### src/rtl/riscv_irq_controller.sv
// Fixed-priority interrupt controller: the responder end of the core's irq_req/irq_ret interface.
// Sticky pending bits are filtered by mie. The lowest enabled index is issued as a single
// request pulse. No further request is issued until the core returns with mret.
module riscv_irq_controller #(
   parameter int unsigned N_IRQ = 16
) (
   input  logic             clk_i,
   input  logic             rst_i,
   input  logic [N_IRQ-1:0] irq_i,
   input  logic [31:0]      mie_i,
   input  logic             irq_ret_i,
   output logic             irq_req_o,
   output logic [31:0]      irq_cause_o,
   output logic [N_IRQ-1:0] irq_ack_o
);

   localparam int unsigned IdxW = (N_IRQ > 1) ? $clog2(N_IRQ) : 1;

   typedef enum logic {StIdle, StBusy} state_e;

   state_e           state_q, state_d;
   logic [IdxW-1:0]  idx_q, idx_d, win_idx;
   logic [N_IRQ-1:0] pend_q, pend_d;
   logic [N_IRQ-1:0] mie_src, sel, idx_onehot;
   logic [N_IRQ-1:0] ack_q, ack_d;
   logic             req_q, req_d;
   logic             unused_mie;

   assign mie_src    = mie_i[16 +: N_IRQ];
   assign sel        = pend_q & mie_src;
   // Only the upper mie bits that map to sources are used.
   assign unused_mie = ^mie_i;

   // Lowest set index of sel wins. Scanning downwards lets the lowest index overwrite last.
   always_comb begin
      win_idx = '0;
      for (int k = N_IRQ - 1; k >= 0; k--) begin
         if (sel[k]) win_idx = IdxW'(k);
      end
   end

   // One-hot decode of the source in service, used for ack and pending clear.
   always_comb begin
      idx_onehot = '0;
      for (int k = 0; k < N_IRQ; k++) begin
         idx_onehot[k] = (idx_q == IdxW'(k));
      end
   end

   // Next-state logic: a request in IDLE moves to BUSY; mret in BUSY returns to IDLE.
   always_comb begin
      state_d = state_q;
      idx_d   = idx_q;
      req_d   = 1'b0;
      ack_d   = '0;
      unique case (state_q)
         StIdle: begin
            if (|sel) begin
               idx_d   = win_idx;
               req_d   = 1'b1;
               state_d = StBusy;
            end
         end
         StBusy: begin
            if (irq_ret_i) begin
               ack_d   = idx_onehot;
               state_d = StIdle;
            end
         end
         default: state_d = StIdle;
      endcase
   end

   // Pending update: a new masked assertion wins over the clear from the acknowledge.
   always_comb begin
      pend_d = (pend_q & ~ack_d) | (irq_i & mie_src);
   end

   // State, pending and registered output pulses.
   always_ff @(posedge clk_i or negedge rst_i) begin
      if (!rst_i) begin
         state_q <= StIdle;
         idx_q   <= '0;
         pend_q  <= '0;
         req_q   <= 1'b0;
         ack_q   <= '0;
      end else begin
         state_q <= state_d;
         idx_q   <= idx_d;
         pend_q  <= pend_d;
         req_q   <= req_d;
         ack_q   <= ack_d;
      end
   end

   assign irq_req_o   = req_q;
   assign irq_ack_o   = ack_q;
   assign irq_cause_o = (state_q == StBusy) ? (32'h8000_0010 + 32'(idx_q)) : 32'h0;

endmodule

### config.mk
export PLATFORM = sky130hd
export DESIGN_NAME = riscv_irq_controller
export DESIGN_NICKNAME = d
export VERILOG_FILES = /design/src/rtl/riscv_irq_controller.sv
export SDC_FILE = /design/constraint.sdc
export NUM_CORES = 1
export LEC_CHECK = 0
export BUFFER_PORTS_ARGS = -buffer_cell sky130_fd_sc_hd__buf_2
export CORE_ASPECT_RATIO = 0.75
export CORE_MARGIN = 4
export CORE_UTILIZATION = 47
export CTS_BUF_LIST = sky130_fd_sc_hd__clkbuf_8
export DETAILED_ROUTE_END_ITERATION = 6
export MAX_ROUTING_LAYER = met4
export PLACE_DENSITY_LB_ADDON = 0.1
export SLEW_MARGIN = 20
export SYNTH_ARGS = -nofsm -noshare
export SYNTH_HDL_FRONTEND = slang
export SYNTH_SLANG_ARGS = --single-unit
### constraint.sdc
create_clock -name clk_i -period 1.8 [get_ports clk_i]
set_input_delay 0.27 -clock clk_i [delete_from_list [all_inputs] [get_ports clk_i]]
set_output_delay 0.27 -clock clk_i [all_outputs]
set_load 0.01 [all_outputs]
[Word-level counts from Yosys, hierarchy flattened]
Index checks and enable logic that the tools add are counted.
Word-level totals
  latch bits: 0
  memories kept: 0
  word-level logic and storage cells: 53
  bits of input ports: 51
  flip-flop bits (word level): 38
  output and inout bits: 49
  bits in writable memories: 0
  memory bits (read-only): 0
Operators by class
  add/sub/neg operators: 1
  muxes and demuxes: 23
  divide/modulo/power cells: 0
  $lt $le $gt $ge: 0
  shift-type cells: 0
  reduce and logical (&&, ||, !) cells: 3
  multiply operators: 0
  equal/unequal tests: 15
  bitwise operators: 6
Operator list (number)
  $mux W4: 16
  $and A16 B16 Y16: 3
  $add A32 B4 Y32 const A: 1
  $eq A4 B4 Y1 const B: 8
  $mux W16: 2
  $mux W32: 1
  $eq A4 B3 Y1 const B: 4
  $not A16 Y16: 1
  $or A16 B16 Y16: 1
  $reduce_or A16 Y1: 1
  $eq A4 B2 Y1 const B: 2
  $eq A4 B1 Y1 const B: 1
  $logic_not A4 Y1: 1
  $mux W1: 3
  $pmux W1 S2: 1
  $reduce_and A2 Y1: 1
  $not A1 Y1: 1

[Depth between registers and ports, before layout]
Gate-level depths: netlist (run 1).
  depth after elaboration: 17
  depth in mapped cells: 5
  mapped depth without buffers: 5

[Worst setup path before layout (run 1)]
Ideal clock, no wire load.
  kind: flip-flop to flip-flop
  start point: register pend_q[10]
  end point: register idx_q[2]
  cell stages (with the launch flop): 6
  buffers on the path: 0
  required time: 1.675 ns
  setup slack: 0.477 ns
  arrival: 1.198 ns
  period minus slack after synthesis: 1.323 ns
  setup time: 0.125 ns
  cells stage by stage: dfrtp_1 > a22oi_2 > nand3_2 > nor2_4 > a21oi_4 > mux2_4
On the way
  cells in the longest elaborated chain, start to end: 12
  elaborated cells on any way between the ends: 14
  classes of those cells: 11 x mux; 1 x bitwise; 2 x reduce/logical
Ends and longest elaborated chain
  from (decl): RTL line 23  | logic [N_IRQ-1:0] pend_q, pend_d;
  from (signal assigned): RTL line 90  | pend_q <= pend_d;
  $and A16 B16 Y16 *: RTL line 30  | assign sel = pend_q & mie_src;
  $mux W4 (11 in a row): RTL line 38  | if (sel[k]) win_idx = IdxW'(k);
  to (signal assigned): RTL line 89  | idx_q <= idx_d;
  to (decl): RTL line 22  | logic [IdxW-1:0] idx_q, idx_d, win_idx;
Every way passes the cells marked *; elsewhere a longest branch is shown, timed or not.
A chain may end at the register's enable or synchronous reset.

[Worst setup path after layout (run 1)]
  start point: register state_q
  end point: output irq_cause_o[3]
On the way
  cells in the longest elaborated chain, start to end: 1
Ends and longest elaborated chain
  from (decl): RTL line 21  | state_e state_q, state_d;
  from (signal assigned): RTL line 82  | state_q <= StIdle;
  from (signal assigned): RTL line 88  | state_q <= state_d;
  $mux W32: RTL line 98  | assign irq_cause_o = (state_q == StBusy) ? (32'h8000_0010 + 32'(idx_q)) : 32'h0;
  to (decl): RTL line 13  | output logic [31:0] irq_cause_o,
No other way between the ends.

==> results.json, run 1 <==
{
  "post_drt_wl_per_cell_um": 13.13,
  "worstSetupPathType": "register to output pin",
  "crit_fanout": 7,
  "antennaDiodeCount": 0,
  "ys_top_cells_by_area": "dfrtp_1, buf_4, nand2_1",
  "skew_ps": 1.654,
  "seq_area_um2": 950.9,
  "grt_pass1_wl_um": 6561,
  "use_met2": 0.2228,
  "post_cts_buffers": 0,
  "cts_root_buf": "clkbuf_8",
  "syn_area_per_cell_um2": 9.564,
  "yosysTopAreaCell": "dfrtp_1",
  "dp_hpwl_um": 3270,
  "synthArstFlopShare": 1.000,
  "power_leakage_nw": 1.189,
  "die_area_mm2": 0.005211,
  "setup_violations": 0,
  "synth_compound_area_frac": 0.1276,
  "cts_tree": "yes",
  "io_buffers": 57,
  "clkLatencyLatePin_ps": 280,
  "synth_top_family_by_area": "simple AND/OR/NAND/NOR gates",
  "final_common_cell": "buf_2",
  "grt_max_degree": 39,
  "powerDensity_mw_per_mm2": 855.8,
  "r2r_start": "pend_q[10]$_DFF_PN0_",
  "die_width_um": 82.03,
  "yosysUniqueCellTypes": 38,
  "critPathBufInv": 2,
  "cts.sinks": 38,
  "grt_setup_unrepaired": "no",
  "gp_congestion": 0.7445,
  "post-route-drc-count": 0,
  "critPathArrivalTime_ps": 1200,
  "gr-usage-met1": 0.2586,
  "cpPeakStageDelay_ps": 470,
  "post-route-util": 0.5901,
  "final.min_clock_period_ps": 1472,
  "multiInputGateArea_um2": 799.5,
  "cts_hold_buf": 0,
  "start_util": 0.5079,
  "postSynthCellCount": 202,
  "crit_family": "flip-flops",
  "yosysSeqAreaShare": 0.4922,
  "areaGrowthSynthToFinish_pct": 16.19,
  "ir_worst_vdd_uv": 552.4,
  "synthAdderAreaFrac": 0,
  "grt_usage": 0.1690,
  "cp-start-kind": "register",
  "synth-edff-count": 0,
  "grt_overflow": 0,
  "run_status": "finished clean",
  "synthDominantCellAreaShare": 0.4922,
  "fill_cells": 375,
  "ant_nets": 0,
  "row_count": 19,
  "hp-class": "input pin to async pin",
  "report.final.slew_viol_count": 0,
  "io_pins": 100,
  "reg2regPathDepth": 5,
  "hold_violations": 0,
  "synth.cell_area_mm2": 0.001932,
  "path_clk_slew_ps": 70,
  "cts_resized": 0,
  "first_pass_iters": 4,
  "place_ws_ps": 339.6,
  "drt-total-wl_um": 4149,
  "layout_setup_ws_ps": 328.1,
  "cts_made_buffers": 5,
  "cp_cell_sequence": "buf_4 -> and2_1 -> buf_2",
  "die_y_um": 63.52,
  "nNetsFinal": 315,
  "endpoint_kind": "output pin",
  "antenna_found_initial": 0,
  "core_mm2": 0.003804,
  "fin_crit_sh": 0.8177,
  "ys_ff_latch": 38,
  "hold_slack_ps": 25.87,
  "final_layout_size_suffix_gt1_frac": 0.3106,
  "r2r_end": "idx_q[2]$_DFFE_PN0P_",
  "max_clock_freq_mhz": 679.4,
  "max_cap_violations": 0,
  "final_cell_mix": "buf_2, nand2_1, dfrtp_1, conb_1, nor2_1",
  "via_count": 1483,
  "avgViaCountPerCell": 4.693,
  "synth-xor-area-share": 0,
  "ctsHtreeMaxLevel": 2,
  "muxShareOfSynthArea": 0.01813,
  "cts_max_path_buffers": 2,
  "drt_iter0_markers": 49,
  "ff2ff_setup_slack_ps": 340,
  "yosys_warnings": 0,
  "globalRouteMet3Util": 0.04274,
  "cp.required_ps": 1530,
  "synth_simple_gate_area_frac": 0.2176,
  "cp_slowest_cell": "dfrtp_1",
  "synth_ff_type": "dfrtp_1",
  "grt_pass1_vias": 1404,
  "busiest_layer": "met1",
  "fin_tns_setup_ps": 0
}
-- power breakdown --
group	total [mW]	switching, mW	internal, mW
logic	0.412	0.256	0.156
clock network	0.521	0.266	0.255
registers	0.987	0.0606	0.927
total	1.92	0.583	1.34
-- worst reg2reg max path: stages (launching register included) --
cell	delay [ps]
dfrtp_1	410
a22oi_2	240
nand3_2	120
nor2_4	170
a21oi_4	100
mux2_4	310
-- metrics by stage --
| step | instances | total power [mW] | instance area (um^2) |
|---|---|---|---|
| finish | 316 | 1.921 | 2245 |
| detailed placement | 309 | 1.416 | 2168 |
| CTS | 316 | 1.940 | 2245 |
| global placement | 309 | 1.411 | 2168 |
| global route | 316 | 2.031 | 2245 |
| floorplan | 227 | 1.297 | 2026 |
-- metal layers --
layer	vias to the layer above	wire length, um	share of wire
met1	679	2076	0.50
met4	0	21	0.0051
met2	60	1740	0.42
met3	4	311	0.075
met5	-	0	0
li1	740	-	-
-- sequential cells by signal, indices dropped and copies added, names as in the netlist --
| signal | cells |
|---|---|
| state_q | 1 |
| irq_ack_o | 16 |
| irq_req_o | 1 |
| pend_q | 16 |
| idx_q | 4 |
-- worst max path at each step --
stage / from / depth (start not counted) / end
floorplan: pend_q[10]$_DFF_PN0_ / 5 / idx_q[2]$_DFFE_PN0P_
detailed placement: mie_i[26] / 6 / idx_q[2]$_DFFE_PN0P_
finish: state_q$_DFF_PN0_ / 3 / irq_cause_o[3]
global route: pend_q[10]$_DFF_PN0_ / 5 / idx_q[2]$_DFFE_PN0P_
global placement: mie_i[26] / 6 / idx_q[2]$_DFFE_PN0P_
CTS: state_q$_DFF_PN0_ / 3 / irq_cause_o[3]
-- synth_stat cells (all sizes together) (2+ instances only) --
cell,number
and2,6
o21ai,18
a22o,2
mux2i,2
nor2,15
nand3,8
nand2,42
or2,2
nand4,3
a21oi,2
inv,10
nor3,5
buf,31
nand2b,2
a22oi,4
dfrtp,38
-- kinds of logic after synthesis --
family / after synthesis
buf+inv: 41
flops: 38
compound gates: 35
other cells: 1
mux: 3
simple gates: 84
-- final cells by class --
| class | count | share of cell area |
|---|---|---|
| Timing Repair Buffer | 61 | 0.1405 |
| Clock inverter | 2 | 0.003344 |
| Clock buffer | 5 | 0.03066 |
| Sequential cell | 38 | 0.4236 |
| Inverter | 10 | 0.01672 |
| Tap cell | 52 | 0.02899 |
| Multi-Input combinational cell | 148 | 0.3562 |
Note: power is estimated with default switching activity, not from simulation.
==> run 2, diff against run 1 <==
Clock period 1.8 ns to 1.4 ns, I/O delays scaled along.
==> run 2 against run 1 <==
The flow now finishes with violations (setup timing); sequential power is 30% higher; final cell count increased by 4.7%; sequential cell count is the same; combinational power grew 44%; highest routed layer unchanged; critical path depth is 3 higher; global-route usage is 0.72 points higher; die area stayed put; via count rose by 2.2%; register-to-register slack worse by 340 ps; design area rose by 7.8%; power is 45% higher; first-iteration DRC count up 20%.
==> results.json, run 2 (synthesized netlist as in run 1, its figures left out) <==
{
  "skew_ps": 5.990,
  "stdcell_count": 331,
  "cts_tree": "yes",
  "grt_pass1_wl_um": 6617,
  "grt_setup_unrepaired": "yes",
  "final_common_cell": "buf_2",
  "crit_family": "compound AO/OA/AOI/OAI gates",
  "grt_usage": 0.1762,
  "clkLatencyLatePin_ps": 290,
  "cts_root_buf": "clkbuf_8",
  "die_width_um": 82.03,
  "row_count": 19,
  "drt-total-wl_um": 4267,
  "power_leakage_nw": 1.271,
  "setup_violations": 1,
  "run_status": "finished with violations",
  "drt-met1-wl_um": 2097,
  "hold_violations": 0,
  "wl_met3_um": 330,
  "violations": "setup timing",
  "worst_pin_slew_ps": 550.7,
  "dpl.cell_count": 319,
  "die_y_um": 63.52,
  "ant_nets": 0,
  "antenna_found_initial": 0,
  "areaGrowthSynthToFinish_pct": 25.26,
  "drt_iter0_markers": 59,
  "cts.sinks": 38,
  "ir_worst_vdd_uv": 666.6,
  "maxSlewHeadroom": 0.6329,
  "critPathBufInv": 1,
  "dp_hpwl_um": 3316,
  "fill_cells": 314,
  "post_drt_wl_per_cell_um": 12.89,
  "post-route-cell-area_mm2": 0.002420,
  "report.final.slew_viol_count": 0,
  "final_layout_size_suffix_gt1_frac": 0.3692,
  "cp-start-kind": "register",
  "io_pins": 100,
  "cts_made_buffers": 5,
  "crit_fanout": 3,
  "ctsHtreeMaxLevel": 2,
  "placed_cell_area_mm2": 0.002243,
  "io_buffers": 57,
  "die_area_mm2": 0.005211,
  "grt_max_degree": 27,
  "avgViaCountPerCell": 4.577,
  "grt_overflow": 0,
  "via_count": 1515,
  "cpPeakStageDelay_ps": 410,
  "final.min_clock_period_ps": 1402,
  "gp_congestion": 0.7997,
  "grt_pass1_vias": 1403,
  "final_cell_mix": "buf_2, nand2_1, dfrtp_1, conb_1, buf_4",
  "worstSetupPathType": "register to register",
  "cp_cell_sequence": "a22oi_2 -> buf_4 -> o2111ai_2 -> a31o_2 -> nand3_2 -> mux2i_1",
  "cp.required_ps": 1580,
  "max_clock_freq_mhz": 713.1,
  "critPathArrivalTime_ps": 1580,
  "max_cap_violations": 0,
  "post-route-drc-count": 0,
  "wl_met2_um": 1808,
  "highest_layer": "met4",
  "nNetsFinal": 329,
  "cts_max_path_buffers": 2,
  "hold_slack_ps": 121.1,
  "first_pass_iters": 4,
  "powerDensity_mw_per_mm2": 1148,
  "endpoint_kind": "register",
  "layout_setup_ws_ps": -2.375,
  "start_util": 0.5079,
  "cp_slowest_cell": "dfrtp_1",
  "antennaDiodeCount": 0,
  "fin_tns_setup_ps": -2.375,
  "fin_crit_sh": 1.002,
  "core_mm2": 0.003804,
  "path_clk_slew_ps": 70,
  "hp-class": "input pin to register"
}
[run 2: cell types whose count changed in the layout (fill, tap and decap cells not counted), sizes merged]
cell | previous run | this run
buf | 61 | 74
bufinv | 0 | 1
clkinvlp | 0 | 1
dlygate4sd3 | 0 | 1
inv | 12 | 11
[run 2: what timing repair did]
action / in CTS / in global routing
resized for setup: 3 / 3
cloned: 0 / 0
hold endpoints to repair: 24 / 0
buffers inserted: 3 / 0
hold buffers: 1 / 0
pin swaps: 2 / 1
endpoints found under the setup margin: 2 / 10
[run 2: final cells by class]
type / instances / area [um^2] / area share
Clock buffer: 5 / 68.82 / 0.02844
Clock inverter: 3 / 41.29 / 0.01706
Tap cell: 52 / 65.06 / 0.02689
Timing Repair Buffer: 75 / 422.9 / 0.1748
Multi-Input combinational cell: 148 / 833.3 / 0.3444
Inverter: 10 / 37.54 / 0.01551
Sequential cell: 38 / 950.9 / 0.3930
[run 2: worst paths after layout]
path | from | endpoint | slack [ps] | cells past startpoint
max | pend_q[14]$_DFF_PN0_ | idx_q[1]$_DFFE_PN0P_ | -2 | 6
min | irq_i[9] | pend_q[9]$_DFF_PN0_ | 120 | 3
max reg2reg | pend_q[14]$_DFF_PN0_ | idx_q[1]$_DFFE_PN0P_ | -2 | 6
min reg2reg | idx_q[1]$_DFFE_PN0P_ | irq_ack_o[12]$_DFF_PN0_ | 520 | 1
max in group asynchronous | rst_i | state_q$_DFF_PN0_ | 440 | 3
min in group asynchronous | rst_i | irq_ack_o[4]$_DFF_PN0_ | 440 | 2
[run 2: power breakdown]
| part | switching [mW] | internal, mW | leakage [nW] |
|---|---|---|---|
| Sequential | 0.0856 | 1.19 | 0.442 |
| Combinational | 0.349 | 0.246 | 0.773 |
| Clock | 0.383 | 0.524 | 0.0556 |
| Total | 0.817 | 1.96 | 1.27 |
[run 2: worst reg2reg max path, delay by kind of cell (launching register included)]
family                 cells  cell delay (ps)
buffers and inverters      1              150
AO/OA/AOI/OAI              3              590
flip-flops                 1              410
multiplexers               1               60
AND/OR/NAND/NOR            1               80
[run 2: metrics by stage]
stage	utilization	power (mW)	worst slack, ps
after floorplan	-	1.667	77.33
after global placement	0.5898	1.846	17.83
after detailed placement	0.5898	1.849	-9.438
after CTS	0.6322	2.779	-15.04
after global routing	0.6362	2.929	-101.9
final	0.6362	2.778	-2.375
[run 2: routing by layer]
metal	vias to the layer above	GRT usage
met3	5	0.05128
met4	0	0.04979
met5	-	-
met2	58	0.2329
li1	767	-
met1	685	0.2597
